File: config.mk
export PLATFORM = sky130hd
export DESIGN_NAME = out_vc_ts_sched
export DESIGN_NICKNAME = d
export VERILOG_FILES = /design/src/rtl/out_vc_ts_sched_pkg.sv /design/src/rtl/out_vc_ts_sched_ts_min_select.sv /design/src/rtl/out_vc_ts_sched.sv
export SDC_FILE = /design/constraint.sdc
export NUM_CORES = 1
export LEC_CHECK = 0
export BUFFER_PORTS_ARGS = -buffer_cell sky130_fd_sc_hd__buf_2
export CAP_MARGIN = 20
export CORE_MARGIN = 3
export CORE_UTILIZATION = 45
export DETAILED_ROUTE_END_ITERATION = 10
export PLACE_DENSITY = 0.74
export SETUP_SLACK_MARGIN = 0.5
export SYNTH_ARGS = -nofsm -noshare
export SYNTH_HDL_FRONTEND = slang
export SYNTH_SLANG_ARGS = --single-unit
export TNS_END_PERCENT = 20
File: constraint.sdc
create_clock -name clock -period 2.8 [get_ports clock]
set_clock_uncertainty 0.2 [all_clocks]
set_input_delay 0.14 -clock clock [delete_from_list [all_inputs] [get_ports clock]]
set_output_delay 0.14 -clock clock [all_outputs]
set_load 0.05 [all_outputs]
File: src/rtl/out_vc_ts_sched_pkg.sv
// rtl/out_vc_ts_sched_pkg.sv - shared timestamp width and scheduler state encoding
package out_vc_ts_sched_pkg;

    localparam int TS_WIDTH = 16;

    // Fixed encoding so external monitors can decode the scheduler state.
    localparam logic [1:0] ST_IDLE   = 2'd0;
    localparam logic [1:0] ST_GRANT  = 2'd1;
    localparam logic [1:0] ST_SETTLE = 2'd2;

    typedef enum logic [1:0] {
        IDLE   = ST_IDLE,
        GRANT  = ST_GRANT,
        SETTLE = ST_SETTLE
    } state_t;

endpackage

File: src/rtl/out_vc_ts_sched_ts_min_select.sv
// rtl/out_vc_ts_sched_ts_min_select.sv - oldest-eligible VC picker with round-robin tie break
module ts_min_select
    import out_vc_ts_sched_pkg::*;
#(
    parameter int nVCs = 2,
    localparam int PW  = $clog2(nVCs)
) (
    input  logic [nVCs-1:0]          i_elig,
    input  logic [nVCs*TS_WIDTH-1:0] i_ts,
    input  logic [PW-1:0]            i_rr_ptr,
    output logic [nVCs-1:0]          o_winner,
    output logic                     o_any_elig
);

    logic [TS_WIDTH-1:0] w_best;
    logic                w_found;
    int                  w_sel;
    int                  w_k;

    // Scan starting at rr_ptr; strict less-than keeps the first tied VC in that order.
    always_comb begin
        w_found  = 1'b0;
        w_best   = '0;
        w_sel    = 0;
        w_k      = 0;
        o_winner = '0;
        for (int j = 0; j < nVCs; j++) begin
            w_k = int'(i_rr_ptr) + j;
            if (w_k >= nVCs) w_k = w_k - nVCs;
            if (i_elig[w_k] && (!w_found || (i_ts[w_k*TS_WIDTH +: TS_WIDTH] < w_best))) begin
                w_found = 1'b1;
                w_best  = i_ts[w_k*TS_WIDTH +: TS_WIDTH];
                w_sel   = w_k;
            end
        end
        if (w_found) o_winner[w_sel] = 1'b1;
    end

    assign o_any_elig = |i_elig;

endmodule

File: src/rtl/out_vc_ts_sched.sv
// rtl/out_vc_ts_sched.sv - per-output-port timestamp scheduler with valid/ready grant
// Optional counters flits_sent/withdraw_cnt under OUT_VC_SCHED_STATS_EN.
module out_vc_ts_sched
    import out_vc_ts_sched_pkg::*;
#(
    parameter int nVCs = 2
) (
    input  logic                     clock,
    input  logic                     reset,
    input  logic [nVCs*TS_WIDTH-1:0] flit_ts,
    input  logic [nVCs-1:0]          flit_valid,
    input  logic [TS_WIDTH-1:0]      sim_time,
    output logic [nVCs-1:0]          grant,
    output logic                     grant_valid,
    input  logic                     out_ready,
    output logic                     ready
`ifdef OUT_VC_SCHED_STATS_EN
    ,
    output logic [31:0]              flits_sent,
    output logic [15:0]              withdraw_cnt
`endif
);

    localparam int PW = $clog2(nVCs);

    state_t          r_state, w_state_nxt;
    logic [nVCs-1:0] r_grant, w_grant_nxt;
    logic            r_gv, w_gv_nxt;
    logic            r_ready, w_ready_nxt;
    logic [PW-1:0]   r_rr, w_rr_nxt;
    logic [nVCs-1:0] w_elig, w_winner;
    logic            w_any_elig;
    logic [PW-1:0]   w_gidx;
    logic            w_xfer, w_wdraw;

    always_comb begin
        for (int i = 0; i < nVCs; i++)
            w_elig[i] = flit_valid[i] && (flit_ts[i*TS_WIDTH +: TS_WIDTH] <= sim_time);
    end

    ts_min_select #(.nVCs(nVCs)) u_sel (
        .i_elig     (w_elig),
        .i_ts       (flit_ts),
        .i_rr_ptr   (r_rr),
        .o_winner   (w_winner),
        .o_any_elig (w_any_elig)
    );

    always_comb begin
        w_gidx = '0;
        for (int i = 0; i < nVCs; i++)
            if (r_grant[i]) w_gidx = PW'(i);
    end

    always_comb begin
        w_state_nxt = r_state;
        w_grant_nxt = r_grant;
        w_gv_nxt    = r_gv;
        w_rr_nxt    = r_rr;
        w_xfer      = 1'b0;
        w_wdraw     = 1'b0;
        case (r_state)
            IDLE: begin
                if (w_any_elig) begin
                    w_grant_nxt = w_winner;
                    w_gv_nxt    = 1'b1;
                    w_state_nxt = GRANT;
                end
            end
            GRANT: begin
                // A completed transfer takes priority over a same-cycle withdrawal.
                if (out_ready) begin
                    w_xfer      = 1'b1;
                    w_rr_nxt    = (w_gidx == PW'(nVCs-1)) ? '0 : w_gidx + PW'(1);
                    w_grant_nxt = '0;
                    w_gv_nxt    = 1'b0;
                    w_state_nxt = SETTLE;
                end else if (!(|(r_grant & flit_valid))) begin
                    w_wdraw     = 1'b1;
                    w_grant_nxt = '0;
                    w_gv_nxt    = 1'b0;
                    w_state_nxt = IDLE;
                end
            end
            SETTLE: begin
                w_grant_nxt = '0;
                w_gv_nxt    = 1'b0;
                w_state_nxt = IDLE;
            end
            default: begin
                w_grant_nxt = '0;
                w_gv_nxt    = 1'b0;
                w_state_nxt = IDLE;
            end
        endcase
        w_ready_nxt = (w_state_nxt == IDLE) && !w_any_elig && (r_state != SETTLE);
    end

    always_ff @(posedge clock or negedge reset) begin
        if (!reset) begin
            r_state <= IDLE;
            r_grant <= '0;
            r_gv    <= 1'b0;
            r_ready <= 1'b0;
            r_rr    <= '0;
        end else begin
            r_state <= w_state_nxt;
            r_grant <= w_grant_nxt;
            r_gv    <= w_gv_nxt;
            r_ready <= w_ready_nxt;
            r_rr    <= w_rr_nxt;
        end
    end

    assign grant       = r_grant;
    assign grant_valid = r_gv;
    assign ready       = r_ready;

`ifdef OUT_VC_SCHED_STATS_EN
    logic [31:0] r_flits_sent;
    logic [15:0] r_withdraw_cnt;

    always_ff @(posedge clock or negedge reset) begin
        if (!reset) begin
            r_flits_sent   <= '0;
            r_withdraw_cnt <= '0;
        end else begin
            if (w_xfer && (r_flits_sent != '1))    r_flits_sent   <= r_flits_sent + 32'd1;
            if (w_wdraw && (r_withdraw_cnt != '1)) r_withdraw_cnt <= r_withdraw_cnt + 16'd1;
        end
    end

    assign flits_sent   = r_flits_sent;
    assign withdraw_cnt = r_withdraw_cnt;
`endif

endmodule

---- Word level (Yosys, flattened, before mapping) ----
Cells that the tools add are included.
word-level totals
  word-level logic and storage cells ...... 70
  output and inout port bits .............. 4
  register bits after elaboration ......... 7
  input port bits ......................... 53
cells by class
  multiplexer cells ....................... 30
  equal/unequal tests ..................... 4
  $add $sub $neg .......................... 4
  reductions and logical operators ........ 15
  $lt $le $gt $ge ......................... 9
  bitwise operators ....................... 1
  shift-type cells ........................ 2
operator list
  kind                     number
  $mux W32                 4
  $lt A32 B3 Y1 const B    3
  $shiftx A32 B32 Y16      2
  $ge A32 B1 Y1 const B    1
  $ge A32 B3 Y1 const B    1
  $le A16 B16 Y1           2
  $sub A32 B3 Y32 const B  1
  $lt A16 B16 Y1           1
  $mux W16                 1
  $mux W1                  14
  $mux W2                  7
  $pmux W2 S2              2
  $logic_and A1 B1 Y1      6
  $logic_not A2 Y1         2
  $ne A2 B2 Y1 const B     2
  $reduce_and A2 Y1        2
  $reduce_or A2 Y1         2
  $ne A3 B3 Y1 const B     1
  $sub A1 B2 Y3 const B    1
  $add A1 B1 Y2 const B    1
  $and A2 B2 Y2            1
  $eq A2 B1 Y1 const B     1
  $ge A1 B2 Y1 const B     1
  $logic_not A1 Y1         2
  4 further kinds          4

---- Logic depth before layout (Yosys ltp) ----
Gate-level depths: netlist of run 1.
  depth after elaboration ................. 17
  depth in mapped cells ................... 16
  depth with buffers taken out ............ 15

---- By module ----
A second synthesis of run 1 with hierarchy kept.
unflattened totals
  cell total of the unflattened synthesis .. 236
  area, all modules ....................... 1954.4 um^2
modules (own cells, without submodules)
  module           cells an instance  area each (um^2)  instances  sequential area each (um^2)
  out_vc_ts_sched  133                1092.3            1          175.2
  ts_min_select    103                862.1             1          0.0

---- Worst setup path after synthesis of run 1 ----
No wires, ideal clock.
  path kind ............................... input-to-reg
  start point ............................. input port sim_time[14]
  end point ............................... register r_grant[0], in the netlist grant[0]
  setup time .............................. 82 ps
  stages .................................. 14
  arrival ................................. 3335 ps
  path slack .............................. -817 ps
  buffers on the path ..................... 0
  required time ........................... 2518 ps
  path through ............................ inv_1 ha_1 nand4_1 or4_1 nor3_1 a31o_4 nor2b_4 a22oi_1 ha_1 a2111o_1 o31ai_1 nand3_1 and2_1 a31oi_1
between the ends
  longest elaborated chain between the ends .. 17
  elaborated cells between the ends (all ways) .. 30
  those cells by class .................... 5 x order compare; 1 x eq/ne; 16 x mux; 8 x reduce/logical
ends and longest elaborated chain
  what                                                                  line                                 RTL
  start: declaration                                                    out_vc_ts_sched.sv:12                input logic [TS_WIDTH-1:0] sim_time,
  $le A16 B16 Y1                                                        out_vc_ts_sched.sv:38                w_elig[i] = flit_valid[i] && (flit_ts[i*TS_WIDTH +: TS_WIDTH] <= sim_time);
  $logic_and A1 B1 Y1                                                   out_vc_ts_sched.sv:38
  $mux W1 (not written as such) (3 in series)                           out_vc_ts_sched_ts_min_select.sv:30  if (i_elig[w_k] && (!w_found || (i_ts[w_k*TS_WIDTH +: TS_WIDTH] < w_best))) begin
  $mux W16 or $mux W1 (tied branches)                                   out_vc_ts_sched_ts_min_select.sv:30
  $lt A16 B16 Y1 or $logic_not A1 Y1 (tied branches)                    out_vc_ts_sched_ts_min_select.sv:30
  $logic_or A1 B1 Y1                                                    out_vc_ts_sched_ts_min_select.sv:30
  $logic_and A1 B1 Y1                                                   out_vc_ts_sched_ts_min_select.sv:30
  $mux W32                                                              out_vc_ts_sched_ts_min_select.sv:30
  $ge A32 B1 Y1 (not written as such) or $lt A32 B3 Y1 (tied branches)  out_vc_ts_sched_ts_min_select.sv:36  if (w_found) o_winner[w_sel] = 1'b1;
  $logic_and A1 B1 Y1 (not written as such)                             out_vc_ts_sched_ts_min_select.sv:36
  $mux W1 (not written as such)                                         out_vc_ts_sched_ts_min_select.sv:36
  $demux W1 S1                                                          n/a
  $mux W2                                                               out_vc_ts_sched_ts_min_select.sv:36
  $mux W2                                                               out_vc_ts_sched.sv:64                if (w_any_elig) begin
  $pmux W2 S2                                                           out_vc_ts_sched.sv:62                case (r_state)
  end signal: assignment                                                out_vc_ts_sched.sv:108               r_grant <= w_grant_nxt;
  end: declaration                                                      out_vc_ts_sched.sv:27                logic [nVCs-1:0] r_grant, w_grant_nxt;
Several ways; a longest one is shown, not always the timed one. The select of a mux whose other input is x is not followed.
A chain may end at the register's enable or synchronous reset.

---- Worst setup path after layout of run 1 ----
  start point ............................. input port flit_ts[11]
  end point ............................... register r_grant[0], in the netlist grant[0]
between the ends
  longest elaborated chain between the ends .. 17
  elaborated cells between the ends (all ways) .. 30
  those cells by class .................... 4 x order compare; 1 x eq/ne; 2 x shift; 16 x mux; 7 x reduce/logical
ends and longest elaborated chain
  what                                                                  line                                 RTL
  start: declaration                                                    out_vc_ts_sched.sv:10                input logic [nVCs*TS_WIDTH-1:0] flit_ts,
  $le A16 B16 Y1                                                        out_vc_ts_sched.sv:38
  $logic_and A1 B1 Y1                                                   out_vc_ts_sched.sv:38
  $mux W1 (not written as such) (3 in series)                           out_vc_ts_sched_ts_min_select.sv:30
  $mux W16 or $mux W1 (tied branches)                                   out_vc_ts_sched_ts_min_select.sv:30
  $lt A16 B16 Y1 or $logic_not A1 Y1 (tied branches)                    out_vc_ts_sched_ts_min_select.sv:30
  $logic_or A1 B1 Y1                                                    out_vc_ts_sched_ts_min_select.sv:30
  $logic_and A1 B1 Y1                                                   out_vc_ts_sched_ts_min_select.sv:30
  $mux W32                                                              out_vc_ts_sched_ts_min_select.sv:30
  $ge A32 B1 Y1 (not written as such) or $lt A32 B3 Y1 (tied branches)  out_vc_ts_sched_ts_min_select.sv:36
  $logic_and A1 B1 Y1 (not written as such)                             out_vc_ts_sched_ts_min_select.sv:36
  $mux W1 (not written as such)                                         out_vc_ts_sched_ts_min_select.sv:36
  $demux W1 S1                                                          n/a
  $mux W2                                                               out_vc_ts_sched_ts_min_select.sv:36
  $mux W2                                                               out_vc_ts_sched.sv:64
  $pmux W2 S2                                                           out_vc_ts_sched.sv:62
Several ways; a longest one is shown, not always the timed one. The select of a mux whose other input is x is not followed.

==> flow_summary.ini, run 1 <==
[status]
outcome = finished with violations
violations = negative setup slack

[layout]
synthToLayoutAreaGrowth_pct = 57.10
nets = 448
antenna_cells = 0
seq_area_um2 = 175.2
fill_cells = 312
final_util_pct = 74.25
final_area_mm2 = 0.002992
layout-drive-gt1-share_pct = 48.70
multi_input_area_mm2 = 0.001800

[setup_path]
critical_path_buf_inv_count = 1
cp_slowest_stage_delay_ns = 0.56
timing.rr.end = grant[0]$_DFFE_PN0P_
path_class = in2reg
crit_family = compound AO/OA/AOI/OAI gates
worstPathCellList = buf_2 > ha_4 > nand4_1 > or4_4 > a21o_1 > a31o_4 > nor2b_4 > a22oi_1 > ha_1 > a2111o_1 > o31ai_4 > nand2_1 > nor4b_1 > a31oi_1
cp-start-kind = input pin
critPathCaptureType = flip-flop
ff2ff_setup_slack_ns = 0.06
crit_required_ns = 2.74
r2r-start = r_rr$_DFFE_PN0P_
cp_slowest_cell = or4_4
r2r_cells = 10
arrival_ns = 3.47
worstPathMaxFanout = 3

[clocking]
cts_max_level = 1
cts_buffers = 3
clk_pin_slew_ns = 0.04
root_buffer = clkbuf_8
clockBufferDepth = 2
cts_num_sinks = 7
insertion_delay_ns = 0.23
cts_tree = yes
post_cts_buffers = 0

[yosys]
ys_top_cells_by_area = ha_1, dfrtp_1, mux2_2
synth.most_common_cell = ha_1
synth_nets = 331
synth.top_cells.by_count = ha_1, inv_1, a21oi_1
async_flop_share_pct = 100.0
ys_ff_latch = 7
synth_ff_type = dfrtp_1
ys_warn_count = 0
syn-cell-area_mm2 = 0.001904
synth_cell_types = 48
synth_edf_count = 0
avgSynthCellArea_um2 = 8.244
synth_top_area_share_pct = 30.88
yosysTopAreaCell = ha_1
synthCells = 231
yosysSeqAreaShare_pct = 9.198

[sta]
worst_pin_slew_ns = 0.3725
grt_setup_unrepaired = true
slew_headroom_pct = 74.53
clock.fmax_mhz = 283.5
fin_crit_ns = 3.527
fin_crit_sh_pct = 126.0
whs_ns = 0.01807
fin_ws_ns = -0.7270
final_max_slew_viol_count = 0
hold_violations = 0
finalSetupViolations = 2

[placed_design]
port_buffers = 56
finalWeightedCongestion = 0.8647
placed_cell_area_mm2 = 0.002864
dp_hpwl_mm = 5.017

[routing]
drcViolationCount = 0
ant_nets = 0
routed_wl_mm = 5.729
firstDrtPassIters = 4
wl_per_cell_um = 14.43
drt_iter0_markers = 88
viasPerCell = 5.678
dr_total_vias = 2254

[global_route]
grt_first_pass_wirelength_mm = 9.825
grt-ovfl-total = 0
grt_pass1_vias = 2401
grt_usage_pct = 23.41
antenna_found_initial = 0
grt_max_degree = 12

[pwr]
p_int_w = 0.0008193
ir_worst_vdd_mv = 0.3832
p_leak_nw = 1.415
power_frac_comb_pct = 78.3
power.share.clock_pct = 9.3
swShare_pct = 45.88
power_frac_seq_pct = 12.4
netSwitchingPower_w = 0.0006945
power_density_mw_per_mm2 = 506.0

[floorplanning]
die_h_um = 71.05
std_cell_rows = 23
start_util_pct = 47.27
die_area_mm2 = 0.005048
die_width_um = 71.05
fp.coreArea_mm2 = 0.004029
ios = 57

[worst_hold_path]
min_from = out_ready
worstHoldPathCells = 3
min_to = r_state[1]$_DFF_PN0_
holdCritPathClass = in2reg

[job]
maxCapViolCount = 0
layout by cell type, fill, tap and decap left out, types with 7 or more instances in the layout:
cell,n
buf_4,62
buf_2,50
ha_1,39
a21oi_1,17
mux2_2,15
nand2_1,14
a22oi_1,14
inv_1,13
nand4_1,8
o21ai_0,8
ha_4,8
dfrtp_1,7
layer usage:
| metal | wire length, um | part of all wire [%] | vias up | track usage (%) |
|---|---|---|---|---|
| met1 | 2475 | 43 | 1045 | 28.15 |
| met2 | 2950 | 51 | 60 | 44.28 |
| met5 | 0 | 0 | - | 0 |
| li1 | - | - | 1141 | - |
| met4 | 80 | 1.4 | 0 | 4.384 |
| met3 | 221 | 3.9 | 8 | 2.983 |
power groups by stage:
stage          clock [W]  sequential [W]  combinational (W)
4_1_cts         0.000143        0.000185            0.00114
2_1_floorplan          0        0.000233           0.000692
3_5_place_dp           0        0.000186            0.00112
5_1_grt         0.000152        0.000191            0.00131
6_report        0.000140        0.000188            0.00119
3_3_place_gp           0        0.000183            0.00108
final cells by class:
| type | count | area share [%] |
|---|---|---|
| inverters | 21 | 3.639 |
| repair buffers | 118 | 26.73 |
| well taps | 50 | 2.091 |
| flip-flops and latches | 7 | 5.855 |
| clock buffers | 4 | 1.506 |
| multi-input cells | 197 | 60.18 |
what timing repair did:
item | in CTS | in global routing
hold endpoints to repair | 7 | 0
hold buffers | 1 | 0
cloned | 0 | 0
pin swaps | 4 | 4
resized for setup | 11 | 6
endpoints found under the setup margin | 4 | 5
sequential cells by signal, summed over array words and instances, names as in the netlist:
name and cells:
ready 1, r_state 2, r_rr 1, grant_valid 1, grant 2
worst max-delay path by stage:
stage                 startpoint              endpoint  slack [ns]  cells after the start
finish               flit_ts[11]  grant[0]$_DFFE_PN0P_       -0.73                     14
global route        sim_time[12]  grant[0]$_DFFE_PN0P_       -0.88                     16
CTS                 sim_time[12]  grant[0]$_DFFE_PN0P_       -0.74                     17
detailed placement  sim_time[10]  grant[1]$_DFFE_PN0P_       -1.07                     17
global placement    sim_time[10]  grant[1]$_DFFE_PN0P_       -0.92                     17
floorplan           sim_time[10]  grant[1]$_DFFE_PN0P_       -0.61                     14
worst reg2reg max path, stage by stage (launching register included):
cell and delay, ns:
dfrtp_1 0.45, buf_12 0.18, nor2b_4 0.18, buf_12 0.14, a22oi_1 0.08, ha_1 0.21
a2111o_1 0.48, o31ai_4 0.29, nand2_1 0.12, nor4b_1 0.16, a31oi_1 0.19
per-stage QoR:
step / std cells / setup TNS [ns] / worst slack, ns / power, W
after floorplan: 231 / -1.157 / -0.6058 / 0.0009248
after global placement: 392 / -1.827 / -0.9216 / 0.001263
after detailed placement: 392 / -2.084 / -1.068 / 0.001302
after CTS: 397 / -1.473 / -0.7408 / 0.001472
after global routing: 397 / -1.748 / -0.8820 / 0.001651
final: 397 / -1.442 / -0.7270 / 0.001514
kinds of logic (layout without fill, tap and decap cells):
kind of cell / Yosys count / in the layout / synth area share (%)
AOI/OAI and AO/OA: 75 / 75 / 27.66
buffers and inverters: 27 / 143 / 5.979
adders and majority gates: 47 / 47 / 30.88
and+or+nand+nor: 60 / 60 / 17.41
DFF: 7 / 7 / 9.199
muxes: 15 / 15 / 8.870
Power figures use the tool's default switching activity.
==> run 2, diff against run 1 <==
- CTS_BUF_LIST: unset -> sky130_fd_sc_hd__clkbuf_8
==> run 2 against run 1 <==
Net effect: the flow still finishes with violations (negative setup slack); register-to-register slack about the same; power down 0.23%; hold slack about the same; worst setup slack stayed put; highest routed layer unchanged; final area is the same; sequential power barely moved; clock-buffer cell count fell by 1.
==> flow_summary.ini, run 2 (synthesis results as in run 1) <==
[placed_design]
port_buffers = 56
dp_hpwl_mm = 5.017
finalWeightedCongestion = 0.8647
place_ws_ns = -1.068

[pwr]
power_density_mw_per_mm2 = 504.8
swShare_pct = 46.00
power_frac_comb_pct = 78.5
p_leak_nw = 1.419
power.share.clock_pct = 9.1
ir_worst_vdd_mv = 0.3832
netSwitchingPower_w = 0.0006947
power_frac_seq_pct = 12.4
p_int_w = 0.0008156
power_w = 0.001510

[layout]
layout-drive-gt1-share_pct = 48.70
antenna_cells = 0
nets = 448
layout_commonest_cell = buf_4
final_util_pct = 74.25
mostFrequentLayoutCells = buf_4, buf_2, ha_1
synthToLayoutAreaGrowth_pct = 57.10

[global_route]
grt_pass1_vias = 2401
grt_max_degree = 12
antenna_found_initial = 0
grt-ovfl-total = 0
grt_first_pass_wirelength_mm = 9.825
grt_usage_pct = 23.41

[worst_hold_path]
worstHoldPathCells = 3
min_to = r_state[1]$_DFF_PN0_
holdCritPathClass = in2reg
min_from = out_ready

[floorplanning]
die_h_um = 71.05
die_width_um = 71.05
die_area_mm2 = 0.005048
fp.coreArea_mm2 = 0.004029
std_cell_rows = 23
start_util_pct = 47.27
ios = 57

[setup_path]
critPathCaptureType = flip-flop
crit_required_ns = 2.74
timing.rr.end = grant[0]$_DFFE_PN0P_
cp-start-kind = input pin
path_class = in2reg
r2r_cells = 10
r2r-start = r_rr$_DFFE_PN0P_
arrival_ns = 3.47
ff2ff_setup_slack_ns = 0.06
worstPathMaxFanout = 3

[sta]
final_max_slew_viol_count = 0
grt_setup_unrepaired = true
worst_pin_slew_ns = 0.3725
setup_tns_ns = -1.442
fin_crit_ns = 3.527
fin_ws_ns = -0.7270
fin_crit_sh_pct = 126.0
slew_headroom_pct = 74.53
finalSetupViolations = 2
hold_violations = 0
clock.fmax_mhz = 283.5

[clocking]
cts_buffers = 3
post_cts_buffers = 0
cts_max_level = 1
cts_tree = yes
cts_num_sinks = 7
root_buffer = clkbuf_8
clk_pin_slew_ns = 0.04
insertion_delay_ns = 0.23
clockBufferDepth = 2

[routing]
ant_nets = 0
routed_wl_mm = 5.729
viasPerCell = 5.678
wl_per_cell_um = 14.43
firstDrtPassIters = 4
drcViolationCount = 0
drt_iter0_markers = 88
dr_total_vias = 2254

[status]
violations = negative setup slack
outcome = finished with violations

[job]
maxCapViolCount = 0
run 2: area by class of cell:
| cell class | count | area, um^2 |
|---|---|---|
| fill | 312 | 1037 |
| clock inverter | 1 | 3.754 |
| clock buffer | 3 | 41.29 |
| tap | 50 | 62.56 |
| sequential | 7 | 175.2 |
| multi-input combinational | 197 | 1800 |
| timing repair buffer | 118 | 799.5 |
| inverter | 21 | 108.9 |
run 2: how the worst max path moves through the flow:
| stage | from | end | slack [ns] | depth (start not counted) |
|---|---|---|---|---|
| 2_1_floorplan | sim_time[10] | grant[1]$_DFFE_PN0P_ | -0.61 | 14 |
| 4_1_cts | sim_time[12] | grant[0]$_DFFE_PN0P_ | -0.74 | 17 |
| 5_1_grt | sim_time[12] | grant[0]$_DFFE_PN0P_ | -0.88 | 16 |
| 6_report | flit_ts[11] | grant[0]$_DFFE_PN0P_ | -0.73 | 14 |
| 3_3_place_gp | sim_time[10] | grant[1]$_DFFE_PN0P_ | -0.92 | 17 |
| 3_5_place_dp | sim_time[10] | grant[1]$_DFFE_PN0P_ | -1.07 | 17 |
run 2: critical path: stages:
cell	delay (ns)
buf_2	0.13
ha_4	0.26
nand4_1	0.13
or4_4	0.56
a21o_1	0.20
a31o_4	0.22
nor2b_4	0.14
a22oi_1	0.21
ha_1	0.28
a2111o_1	0.43
o31ai_4	0.29
nand2_1	0.12
nor4b_1	0.16
a31oi_1	0.19
run 2: routing by layer:
metal | global-route usage, % | vias up | share of wire (%)
met2 | 44.28 | 60 | 51
met5 | 0 | - | 0
met1 | 28.15 | 1045 | 43
met3 | 2.983 | 8 | 3.9
li1 | - | 1141 | -
met4 | 4.384 | 0 | 1.4
run 2: timing repair:
action	in CTS	in global routing
pin swaps	4	4
hold endpoints to repair	7	0
setup endpoints to repair	4	5
gates resized for setup	11	6
hold buffers	1	0
run 2: power groups by stage:
stage | Combinational (W) | Sequential (W) | Clock (W)
after floorplan | 0.000692 | 0.000233 | 0
after global placement | 0.00108 | 0.000183 | 0
after detailed placement | 0.00112 | 0.000186 | 0
after CTS | 0.00114 | 0.000185 | 0.000140
after global routing | 0.00131 | 0.000191 | 0.000149
final | 0.00119 | 0.000188 | 0.000137
run 2: per-stage QoR:
step	area, um^2	hold WS [ns]	instances
finish	2992	0.01771	397
global route	2992	0.07880	397
CTS	2962	0.01051	397
detailed placement	2864	-0.2189	392
global placement	2864	-0.2217	392
floorplan	2076	-0.3556	231
==> run 3, diff against run 2 <==
--- a/config.mk
+++ b/config.mk
@@ -7,3 +7,2 @@
 export LEC_CHECK = 0
-export BUFFER_PORTS_ARGS = -buffer_cell sky130_fd_sc_hd__buf_2
 export CAP_MARGIN = 20
@@ -13,4 +12,5 @@
 export DETAILED_ROUTE_END_ITERATION = 10
-export PLACE_DENSITY = 0.74
+export DONT_BUFFER_PORTS = 1
 export SETUP_SLACK_MARGIN = 0.5
+export SKIP_CTS_REPAIR_TIMING = 1
 export SYNTH_ARGS = -nofsm -noshare
==> constraint.sdc (replaced) <==
create_clock -name clock -period 2.8 [get_ports clock]
set_clock_uncertainty 0.2 [all_clocks]
set_input_delay 0.42 -clock clock [delete_from_list [all_inputs] [get_ports clock]]
set_output_delay 0.42 -clock clock [all_outputs]
set_load 0.05 [all_outputs]
==> run 3 against run 2 <==
Net effect: the flow still finishes with violations (negative setup slack); largest power group unchanged; die area stayed put; clock-buffer cell count stayed put; highest routed layer unchanged; via count shrank 13%; maximum frequency down 5.6%; sequential share of layout area up 1.3 points; core utilization fell by 13 points; sequential power grew 43%.
==> flow_summary.ini, run 3 (synthesis results as in run 1) <==
[layout]
layout-drive-gt1-share_pct = 32.43
nets = 360
fill_cells = 358
seq_area_um2 = 175.2
synthToLayoutAreaGrowth_pct = 28.91
final_area_mm2 = 0.002455
antenna_cells = 0
layout_commonest_cell = ha_1
final_util_pct = 60.93
mostFrequentLayoutCells = ha_1, buf_4, a21oi_1
multi_input_area_mm2 = 0.001810

[setup_path]
r2r-start = r_rr$_DFFE_PN0P_
worstSetupStartpoint = sim_time[15]
path_class = in2reg
worstPathMaxFanout = 10
critPathCaptureType = flip-flop
cp-start-kind = input pin
crit_required_ns = 2.73
r2r_cells = 9
arrival_ns = 3.67

[clocking]
root_buffer = clkbuf_8
cts_max_level = 1
clk_pin_slew_ns = 0.04
insertion_delay_ns = 0.22
cts_tree = yes
cts_buffers = 3
clockBufferDepth = 2
cts_num_sinks = 7

[routing]
firstDrtPassIters = 4
drt_iter0_markers = 117
drcViolationCount = 0
viasPerCell = 6.320
routed_wl_mm = 5.572
ant_nets = 0
wl_per_cell_um = 18.03
dr_total_vias = 1953

[global_route]
grt-ovfl-total = 0
grt_max_degree = 12
grt_usage_pct = 21.35
antenna_found_initial = 0
grt_first_pass_wirelength_mm = 9.018
grt_pass1_vias = 2075

[sta]
finalSetupViolations = 2
fin_ws_ns = -0.9355
fin_crit_ns = 3.736
clock.fmax_mhz = 267.7
fin_crit_sh_pct = 133.4
hold_violations = 0
slew_headroom_pct = 65.96
final_max_slew_viol_count = 0
whs_ns = 0.1843
grt_setup_unrepaired = true
worst_pin_slew_ns = 0.4977

[placed_design]
port_buffers = 0
dp_hpwl_mm = 4.858
placed_cell_area_mm2 = 0.002344
place_ws_ns = -1.292
finalWeightedCongestion = 0.9421

[pwr]
power_density_mw_per_mm2 = 568.1
ir_worst_vdd_mv = 0.2971
p_leak_nw = 1.037

[worst_hold_path]
worstHoldPathCells = 2
holdCritPathClass = in2reg
min_from = out_ready

[status]
violations = negative setup slack
outcome = finished with violations

[floorplanning]
std_cell_rows = 23
die_area_mm2 = 0.005048
start_util_pct = 47.27
ios = 57
die_h_um = 71.05
die_width_um = 71.05
fp.coreArea_mm2 = 0.004029

[job]
maxCapViolCount = 0
[run 3: area by class of cell]
class / count / share of cell area, %
clock buffers: 3 / 1.682
repair buffers: 30 / 10.30
well taps: 50 / 2.548
inverters: 21 / 4.434
flip-flops and latches: 7 / 7.136
clock inverters: 1 / 0.1529
multi-input cells: 197 / 73.75
[run 3: worst paths after layout]
path	to	slack, ns
worst max-delay path	grant[0]$_DFFE_PN0P_	-0.94
worst min-delay path	r_state[1]$_DFF_PN0_	0.18
worst max register to register	grant[1]$_DFFE_PN0P_	0.01
worst min register to register	r_state[0]$_DFF_PN0_	0.38
max in group asynchronous	r_rr$_DFFE_PN0P_	1.84
min in group asynchronous	grant[0]$_DFFE_PN0P_	0.33
[run 3: per-layer routing]
metal | global-route usage, % | up-vias | part of all wire (%)
met3 | 3.267 | 10 | 6.2
met5 | 0 | - | 0
met4 | 5.010 | 0 | 1.7
met2 | 39.75 | 71 | 51
met1 | 25.45 | 911 | 41
li1 | - | 961 | -
[run 3: through the flow]
| stage | TNS, ns | cells | total power (W) |
|---|---|---|---|
| finish | -1.830 | 309 | 0.001395 |
| global route | -2.292 | 309 | 0.001516 |
| CTS | -2.124 | 308 | 0.001328 |
| detailed placement | -2.569 | 304 | 0.001189 |
| global placement | -2.523 | 304 | 0.001147 |
| floorplan | -1.717 | 231 | 0.0009248 |
[run 3: power breakdown]
group	switching (W)	total [W]	internal [W]
clock network	0.0000404	0.000135	0.0000945
registers	0.000130	0.000268	0.000139
logic	0.000483	0.000991	0.000509
total	0.000653	0.00139	0.000742
[run 3: worst max-delay path, cell delays in order]
cell and delay, ns:
inv_2 0.03, ha_4 0.26, nand4_1 0.16, or4_4 0.54, a21o_1 0.20, a31o_4 0.22
nor2b_4 0.14, buf_12 0.14, buf_4 0.13, a22oi_1 0.18, ha_1 0.20, a21oi_2 0.07
o21ai_0 0.27, o221ai_1 0.17, a21o_1 0.20, and2_1 0.13, a31oi_1 0.19
